**config.mk**
```make
export PLATFORM = sky130hd
export DESIGN_NAME = mem_responder
export DESIGN_NICKNAME = d
export VERILOG_FILES = /design/src/rtl/mem_responder_pkg.sv /design/src/rtl/mem_responder_array.sv /design/src/rtl/mem_responder.sv
export SDC_FILE = /design/constraint.sdc
export NUM_CORES = 2
export LEC_CHECK = 0
export ABC_AREA = 0
export BUFFER_PORTS_ARGS = -buffer_cell sky130_fd_sc_hd__clkbuf_2
export CORE_MARGIN = 2
export CORE_UTILIZATION = 45
export DETAILED_ROUTE_END_ITERATION = 10
export HOLD_SLACK_MARGIN = 0.08
export PLACE_DENSITY = 0.57
export SYNTH_ARGS = -nofsm -noshare
export SYNTH_HDL_FRONTEND = slang
export SYNTH_SLANG_ARGS = --single-unit
```
**constraint.sdc**
```tcl
create_clock -name clk -period 4.6 [get_ports clk]
set_input_delay 0.23 -clock clk [delete_from_list [all_inputs] [get_ports clk]]
set_output_delay 0.23 -clock clk [all_outputs]
set_load 0.05 [all_outputs]
```
**src/rtl/mem_responder_pkg.sv**
```systemverilog
// Shared state encodings, default widths and response classification for the
// multicycle CPU memory responder.
package mem_responder_pkg;

  localparam int DEF_ADDR_W = 8;
  localparam int DEF_DATA_W = 16;
  localparam int CNT_W      = 4;

  typedef enum logic [1:0] {
    IDLE = 2'd0,
    WAIT = 2'd1,
    RESP = 2'd2,
    HOLD = 2'd3
  } state_t;

  // Outcome of a request, decided at the edge that launches the array access.
  typedef struct packed {
    logic rd_ok;
    logic zero;
    logic err;
  } resp_t;

  function automatic resp_t classify(input logic rd, input logic wr, input logic in_range);
    resp_t r;
    r.rd_ok = rd & ~wr & in_range;
    r.zero  = rd & ~wr & ~in_range;
    r.err   = (rd & wr) | ~in_range;
    return r;
  endfunction

endpackage

```
**src/rtl/mem_responder_array.sv**
```systemverilog
// Word storage for the responder: synchronous write, registered read.
module mem_array
  import mem_responder_pkg::*;
#(
  parameter int ADDR_W = DEF_ADDR_W,
  parameter int DATA_W = DEF_DATA_W,
  parameter int DEPTH  = 256
) (
  input  logic              clk,
  input  logic              we,
  input  logic              re,
  input  logic [ADDR_W-1:0] addr,
  input  logic [DATA_W-1:0] wdata,
  output logic [DATA_W-1:0] rdata
);

  localparam int IDX_W = $clog2(DEPTH);

  logic [DATA_W-1:0] mem [DEPTH];

  // NOTE: storage is deliberately left without reset so it maps onto RAM macros.
  always_ff @(posedge clk) begin
    if (we) mem[addr[IDX_W-1:0]] <= wdata;
    if (re) rdata <= mem[addr[IDX_W-1:0]];
  end

endmodule

```
**src/rtl/mem_responder.sv**
```systemverilog
// Memory-side responder: accepts read/write strobes, inserts wait states and
// returns a one-cycle mem_ready with registered read data and error flag.
module mem_responder
  import mem_responder_pkg::*;
#(
  parameter int ADDR_W      = DEF_ADDR_W,
  parameter int DATA_W      = DEF_DATA_W,
  parameter int DEPTH       = 256,
  parameter int WAIT_CYCLES = 2
) (
  input  logic              clk,
  input  logic              rst,
  input  logic              mem_read,
  input  logic              mem_write,
  input  logic [ADDR_W-1:0] addr,
  input  logic [DATA_W-1:0] wdata,
  output logic [DATA_W-1:0] rdata,
  output logic              mem_ready,
  output logic              busy,
  output logic              err
);

  state_t            state;
  logic [CNT_W-1:0]  cnt;
  logic [ADDR_W-1:0] addr_q;
  logic [DATA_W-1:0] wdata_q;
  logic              op_rd_q, op_wr_q;
  resp_t             resp_q;

  logic              accept, go_resp, in_range, acc_rd, acc_wr, arr_we, arr_re;
  logic [ADDR_W-1:0] acc_addr;
  logic [DATA_W-1:0] acc_wdata, arr_rdata;

  assign accept = (state == IDLE) && (mem_read || mem_write);

  // With zero wait states the access launches straight from IDLE, so the live
  // inputs stand in for the not-yet-loaded request latches.
  // NOTE: every always_comb output gets a default first so no latch is inferred.
  always_comb begin
    acc_addr  = addr_q;
    acc_wdata = wdata_q;
    acc_rd    = op_rd_q;
    acc_wr    = op_wr_q;
    go_resp   = 1'b0;
    case (state)
      IDLE: begin
        acc_addr  = addr;
        acc_wdata = wdata;
        acc_rd    = mem_read;
        acc_wr    = mem_write;
        go_resp   = accept && (WAIT_CYCLES == 0);
      end
      WAIT:    go_resp = (cnt == CNT_W'(1));
      default: go_resp = 1'b0;
    endcase
  end

  assign in_range = (acc_addr <= ADDR_W'(DEPTH - 1));
  assign arr_we   = go_resp && acc_wr && !acc_rd && in_range;
  assign arr_re   = go_resp && acc_rd && !acc_wr && in_range;

  mem_array #(
    .ADDR_W(ADDR_W),
    .DATA_W(DATA_W),
    .DEPTH (DEPTH)
  ) u_array (
    .clk  (clk),
    .we   (arr_we),
    .re   (arr_re),
    .addr (acc_addr),
    .wdata(acc_wdata),
    .rdata(arr_rdata)
  );

  // NOTE: sequential state uses non-blocking assignments only.
  always_ff @(posedge clk or posedge rst) begin
    if (rst) begin
      state     <= IDLE;
      cnt       <= '0;
      addr_q    <= '0;
      wdata_q   <= '0;
      op_rd_q   <= 1'b0;
      op_wr_q   <= 1'b0;
      resp_q    <= '0;
      rdata     <= '0;
      mem_ready <= 1'b0;
      busy      <= 1'b0;
      err       <= 1'b0;
    end else begin
      mem_ready <= 1'b0;
      err       <= 1'b0;
      if (go_resp) resp_q <= classify(acc_rd, acc_wr, in_range);
      case (state)
        IDLE: begin
          if (accept) begin
            addr_q  <= addr;
            wdata_q <= wdata;
            op_rd_q <= mem_read;
            op_wr_q <= mem_write;
            cnt     <= CNT_W'(WAIT_CYCLES);
            busy    <= 1'b1;
            state   <= (WAIT_CYCLES == 0) ? RESP : WAIT;
          end
        end
        WAIT: begin
          cnt <= cnt - CNT_W'(1);
          if (cnt == CNT_W'(1)) state <= RESP;
        end
        RESP: begin
          // Registered read data lands here, one edge after the array access.
          mem_ready <= 1'b1;
          err       <= resp_q.err;
          if (resp_q.rd_ok)     rdata <= arr_rdata;
          else if (resp_q.zero) rdata <= '0;
          state <= HOLD;
        end
        HOLD: begin
          if (!mem_read && !mem_write) begin
            busy  <= 1'b0;
            state <= IDLE;
          end
        end
        default: state <= IDLE;
      endcase
    end
  end

endmodule

```
; ---- Word level (Yosys, flattened, before mapping)
; Memories as Yosys holds them, arrays and structs flattened. A register that Yosys moved wholly into a read port is not among the register bits.
; Cells that the tools add are included.
[classes]
addsub = 1
n_lt_le_gt_ge = 1
eq_ne = 7
mux = 20
bitwise = 7
reduce_logical = 22
[ops]
columns = op, count
row1 = 2-to-1 mux 16 bit, 3
row2 = 2-to-1 mux 1 bit, 9
row3 = "<= comparator 8 bit, second input constant", 1
row4 = logical AND 1 bit, 8
row5 = 2-to-1 mux 8 bit, 1
row6 = case mux 2 bit (4 select lines), 1
row7 = case mux 4 bit (2 select lines), 1
row8 = 2-to-1 mux 2 bit, 3
row9 = "!= test 2 bit, second input constant", 3
row10 = AND reduction 2 bit, 3
row11 = AND reduction 3 bit, 2
row12 = nonzero test 2 bit, 3
row13 = bitwise AND 1 bit, 4
row14 = "== test 2 bit, second input constant", 2
row15 = "== test 4 x 1 -> 1 bit, second input constant", 1
row16 = zero test 1 bit, 4
row17 = 2-to-1 mux 4 bit, 1
row18 = "subtractor 4 x 1 -> 4 bit, second input constant", 1
row19 = "== test 2 x 1 -> 1 bit, second input constant", 1
row20 = zero test 2 bit, 1
row21 = inverter 1 bit, 2
row22 = case mux 1 bit (2 select lines), 1
row23 = logical OR 1 bit, 1
row24 = bitwise OR 1 bit, 1
[totals]
regBits = 54
ramBits = 4096
input_bits = 28
output_inout_bits = 19
elab_cells = 72
n_memories = 1
[memory_table]
columns = memory, words, width, read_ports, rd_ports_with_merged_regs, wr, line_no
row1 = u_array.mem, 256, 16, 1, 1, 1, mem_responder_array.sv:19  ; logic [DATA_W-1:0] mem [DEPTH];

; ---- Depth between registers and ports, before layout
[depth]
word_depth = 7
mapped_depth = 13

; ---- Modules after synthesis
; Synthesis repeated with hierarchy kept, for this count alone.
[hier_totals]
hier_cells = 6916
area_unflattened_um2 = 158089.1
[modules_own_cells]
columns = module, n_inst, cells_each, area_per_inst_um2, seq_area_each_um2
row1 = mem_array, 1, 6727, 155559.2, 123478.4
row2 = mem_responder, 1, 189, 2529.9, 1326.3

; ---- Worst setup path after synthesis
; No wires, ideal clock.
[synth_path]
path_kind = register to register
from = register state[0]
to = memory u_array.mem[0][10] (netlist bit), data pin
t_arrival_ns = 3.593
t_required_ns = 4.045
setup_slack_ns = 0.452
path_stages_with_launch = 9
n_path_buf = 5
synth_period_minus_slack_ns = 4.148
path_cell_list = dfrtp_1 inv_1 ha_1 buf_6 buf_6 buf_2 buf_1 buf_1 mux2_2
[synth_via]
elab_chain_len = 2
[synth_rtl]
columns = item, line_no
row1 = from (decl), mem_responder.sv:23  ; state_t state;
row2 = from (signal assigned), mem_responder.sv:102  ; state <= (WAIT_CYCLES == 0) ? RESP : WAIT;
row3 = zero test 2 bit, mem_responder.sv:45  ; case (state)
row4 = 2-to-1 mux 16 bit, mem_responder.sv:45
row5 = via acc_wdata[10], mem_responder.sv:32  ; logic [DATA_W-1:0] acc_wdata, arr_rdata;
row6 = to (decl), mem_responder_array.sv:19
; The timed path passes the listed nets, and every way through them passes these cells.

; ---- Final worst setup path
[layout_path]
from = register state[1]
to = register u_array.rdata[8] (read register of u_array.mem), data pin
[layout_via]
elab_chain_len = 5
word_cells_on_any_way = 11
[layout_rtl]
columns = item, line_no
row1 = branches (longest 5 deep; another with <= comparator 8 bit), --
row2 = to (decl), mem_responder_array.sv:14  ; output logic [DATA_W-1:0] rdata
; Parallel ways; which one is timed is not known.
; A chain may end at the register's enable or synchronous reset.

==> reports/summary.md <==
The run finished, with violations left. The checks that failed: setup timing. Before antenna repair, the detailed router went through 5 iterations. The worst path uses 100% of the clock period. The cell sitting at the root of the clock tree is a sky130_fd_sc_hd__clkbuf_16.

The number of clock sinks was 4165. After synthesis, the largest family of logic cells by area is multiplexers. Based on the critical path, the design can be clocked at up to 216 MHz. In the final layout, the share of cells above drive strength 1 is 16.7%.

The tools report the maximum vdd ir drop as 1.14 mV. Summing internal, switching and leakage power gives 0.129 W. The first global-routing pass estimated 628000 µm of wire. In the final layout, the multi-input gates occupy 0.0329 mm².

The count of buffers added on input and output ports is 46. After clock tree synthesis, the clock-pin slew on the worst setup and hold paths is 0.06 ns. For the pin with the worst max-slew slack, the measured transition is 1.39 ns. The run gives 5 as the H-tree depth.

The leakage dissipation was 64.8 nW. The number of cells on the worst reg-to-reg path is 12. The synthesized netlist devotes 5.94% of its cell area to compound gates.

The share of synthesized flip-flops with an asynchronous set or reset works out to 1.27%. The synthesized netlist devotes 0% of its cell area to XOR and XNOR gates. The number of clock buffers added by TritonCTS is 421.

The number of vias per cell after detailed routing was 5.92; the count of final max-slew check failures was 0. The path type of the worst setup path is reg2reg. Class of the worst hold path: in2reg. The run gives 450000 µm as the overall routed net length. In the final layout, flip-flops and latches occupy 0.125 mm². In this run the worst path has a maximum fanout of 21.

The total congestion overflow after global routing came out at 0. The endpoint of the worst-slack reg-to-reg timing path is u_array.rdata[8]. STA classifies the critical path startpoint as a register.

The synthesis-stage register bit count is 4165. The leading area contributor after synthesis is sky130_fd_sc_hd__edfxtp_1. The critical path starts at state[1]. The core region is 0.353 mm². After detailed routing, the average wire length per cell comes to 31.0 µm. The number of buffers on the longest clock path was 4; the share of the synthesized area in the top cell type was 77.4%.

Setup repair after global routing left no endpoint under its margin. The synthesized net count came out at 8593. For this run, the total global-route usage over all layers was measured as 24.5%. The critical path ends at u_array.rdata[8]. The tightest slew margin relative to the limit was 6.95%; the layout net count was 9435.

The total of warnings raised by yosys was 0; the width of the die was 600 µm. Counting distinct cell types in the post-synthesis netlist gives 42. Entering global routing, the biggest net connects 122 pins. For the post-layout worst setup margin, the log shows -0.0225 ns. The final standard cell utilization of the core is 52.8%. The worst register-to-register path begins at state[1].

After synthesis, the cell types taking the most area are sky130_fd_sc_hd__edfxtp_1, sky130_fd_sc_hd__mux2i_1, sky130_fd_sc_hd__o22ai_1. The count of filler cells inserted in the layout was 27900; the post-synthesis adder-cell area fraction was 0.0470%. Flip-flop cell with the highest count after synthesis: sky130_fd_sc_hd__edfxtp_1.

The run gives 0.160 mm² as the summed instance area of the synthesized netlist. The die covers 0.359 mm². The run gives 35 as the initial antenna violation count.

TritonCTS built the clock tree. After floorplanning, the core was divided into 218 placement rows. Data on the critical path arrives at its endpoint at 5.31 ns.

After synthesis, the mean cell area works out to 18.6 µm². The logs give 1 for the number of setup violations in the final report and 0 for the number of nets with antenna violations after routing. The logs give 5.29 ns for the required arrival time at the worst endpoint and 78.2% for the sequential area share after synthesis. The DRC violation count after routing came out at 0. Pin placement for this block handled 47 I/O pins. The layout overhead on the synthesized area works out to 16.7%. For the worst-skew pair, the clock arrives at the later sink with an insertion delay of 0.99 ns. In this run the power density over the cells is 693 mW/mm². For the minimum setup slack among reg-to-reg paths, the log shows -0.02 ns. Measured against the total synthesized area, the mux share comes to 13.3%. The post-route clock skew is 0.0688 ns. The tools report the type of element capturing the critical path as a register. The worst path needs 4.62 ns of the cycle, external delays included. The number of violations reported at the end of detailed-routing iteration 0 came out at 9668. The initial core utilization came out at 45.2%. The run gives 8559 as the gate count of the mapped netlist. For this block, the via count after detailed routing is 85900.

The number of global-route vias before repair was 83500. The tool flagged a number of max-cap violations equal to 0. The synthesized design contains 4112 enable-type register cells. The detailed placement HPWL is 278000 µm. At the end of routability-driven placement, the weighted congestion stood at 0.874. Of the total synthesized cell area, the portion taken by AND, OR, NAND and NOR gates is 0.926%. The final hold violation count is 0, and the height of the die is 600 µm.
## area by class of cell
cell class,count,share of cell area [%]
Sequential cell,4165,67.0
Multi-Input combinational cell,3859,17.7
Clock buffer,514,5.97
Timing Repair Buffer,946,4.79
Tap cell,4730,3.18
Clock inverter,251,1.35
Antenna cell,20,0.0269
Inverter,8,0.0168
## metrics by stage
stage | setup TNS (ns) | hold WS [ns] | worst slack (ns) | instance area (µm²) | cells
floorplan | 0 | 0.326 | 0.452 | 160000 | 8559
global placement | -1.02 | 0.375 | -0.346 | 172000 | 13700
detailed placement | -1.14 | 0.382 | -0.318 | 172000 | 13700
CTS | -0.0371 | 0.0813 | -0.0284 | 186000 | 14500
global route | 0 | 0.125 | 0.00932 | 186000 | 14500
finish | -0.0225 | 0.129 | -0.0225 | 186000 | 14500
## power breakdown
part | total, W | internal (W) | switching, W
Clock | 0.0339 | 0.0196 | 0.0143
Combinational | 0.0457 | 0.0150 | 0.0307
Sequential | 0.0495 | 0.0493 | 0.000209
## metal layers
layer / vias to the layer above / global-route usage, % / share of wire (%)
li1: 36900 / - / -
met1: 44900 / 35.3 / 43
met2: 3451 / 39.1 / 47
met3: 620 / 3.38 / 7.4
met4: 10 / 7.41 / 3.2
met5: - / 0 / 0.016
## worst max-delay path: stages, from the launching register on
cell	delay [ns]
sky130_fd_sc_hd__dfrtp_1	0.41
sky130_fd_sc_hd__inv_1	0.15
sky130_fd_sc_hd__ha_4	0.26
sky130_fd_sc_hd__nor3b_1	0.15
sky130_fd_sc_hd__o21ai_4	0.36
sky130_fd_sc_hd__buf_12	0.24
sky130_fd_sc_hd__buf_12	0.21
sky130_fd_sc_hd__buf_4	0.28
sky130_fd_sc_hd__buf_4	0.20
sky130_fd_sc_hd__o22ai_1	0.21
sky130_fd_sc_hd__o41ai_2	0.54
sky130_fd_sc_hd__nand4_1	0.66
sky130_fd_sc_hd__a2111o_1	0.60
## placed cells by master, fill, tap and decap left out, types with 20 or more instances in the layout
cell,n
sky130_fd_sc_hd__clkbuf_1,76
sky130_fd_sc_hd__clkinv_1,91
sky130_fd_sc_hd__clkinv_2,85
sky130_fd_sc_hd__dlygate4sd3_1,48
sky130_fd_sc_hd__a41oi_1,41
sky130_fd_sc_hd__edfxtp_1,4112
sky130_fd_sc_hd__dfrtp_1,53
sky130_fd_sc_hd__mux2i_1,2052
sky130_fd_sc_hd__diode_2,20
sky130_fd_sc_hd__nor2_1,250
sky130_fd_sc_hd__o22ai_1,1025
sky130_fd_sc_hd__bufinv_16,43
sky130_fd_sc_hd__buf_4,711
sky130_fd_sc_hd__o41ai_1,245
sky130_fd_sc_hd__nand2_1,35
sky130_fd_sc_hd__clkbuf_16,427
sky130_fd_sc_hd__clkbuf_2,46
sky130_fd_sc_hd__buf_12,134
sky130_fd_sc_hd__mux2_2,41
## how the worst min path moves through the flow
stage                     startpoint           to  slack [ns]  cells past startpoint
after global placement           rst   wdata_q[9]        0.37                      2
final                      wdata[10]  wdata_q[10]        0.13                      3
after global routing       wdata[10]  wdata_q[10]        0.13                      3
after CTS                  wdata[10]  wdata_q[10]        0.08                      3
after detailed placement         rst   wdata_q[3]        0.38                      2
after floorplan             mem_read      op_wr_q        0.33                      1
## state kept, by name (all words and copies together) (netlist names)
register       flops
op_wr_q            1
busy               1
u_array.mem     4096
state              2
rdata             16
cnt                4
resp_q             2
err                1
wdata_q           16
addr_q             8
mem_ready          1
u_array.rdata     16
op_rd_q            1
## repair_timing
| action | in CTS | in global routing |
|---|---|---|
| pin swaps | 3 | 5 |
| resized for setup | 18 | 8 |
| gates cloned | 2 | 1 |
| endpoints found under the setup margin | 10 | 6 |
| endpoints found under the hold margin | 90 | 0 |
| setup buffers | 0 | 1 |
| hold buffers | 48 | 0 |
## synth_stat cells (3+ instances only)
| master | count |
|---|---|
| sky130_fd_sc_hd__dfrtp_1 | 53 |
| sky130_fd_sc_hd__mux2_2 | 57 |
| sky130_fd_sc_hd__buf_1 | 30 |
| sky130_fd_sc_hd__nand2b_1 | 3 |
| sky130_fd_sc_hd__o21ai_1 | 11 |
| sky130_fd_sc_hd__nor3b_1 | 5 |
| sky130_fd_sc_hd__a2111o_1 | 16 |
| sky130_fd_sc_hd__nand2_1 | 51 |
| sky130_fd_sc_hd__or2_2 | 4 |
| sky130_fd_sc_hd__o21ai_0 | 11 |
| sky130_fd_sc_hd__buf_6 | 15 |
| sky130_fd_sc_hd__o41ai_1 | 256 |
| sky130_fd_sc_hd__buf_4 | 31 |
| sky130_fd_sc_hd__buf_2 | 273 |
| sky130_fd_sc_hd__nand4_1 | 16 |
| sky130_fd_sc_hd__ha_1 | 6 |
| sky130_fd_sc_hd__clkbuf_1 | 178 |
| sky130_fd_sc_hd__and3b_1 | 3 |
| sky130_fd_sc_hd__a21oi_1 | 3 |
| sky130_fd_sc_hd__o22ai_1 | 1025 |
| sky130_fd_sc_hd__inv_1 | 8 |
| sky130_fd_sc_hd__a41oi_1 | 48 |
| sky130_fd_sc_hd__mux2i_1 | 2054 |
| sky130_fd_sc_hd__edfxtp_1 | 4112 |
| sky130_fd_sc_hd__nor2_1 | 266 |
## logic make-up after synthesis
logic type / Yosys count
AOI/OAI and AO/OA: 1382
adders and majority gates: 6
buffers and inverters: 535
DFF: 4165
muxes: 2111
and+or+nand+nor: 360
(Power assumes the default switching activity.)
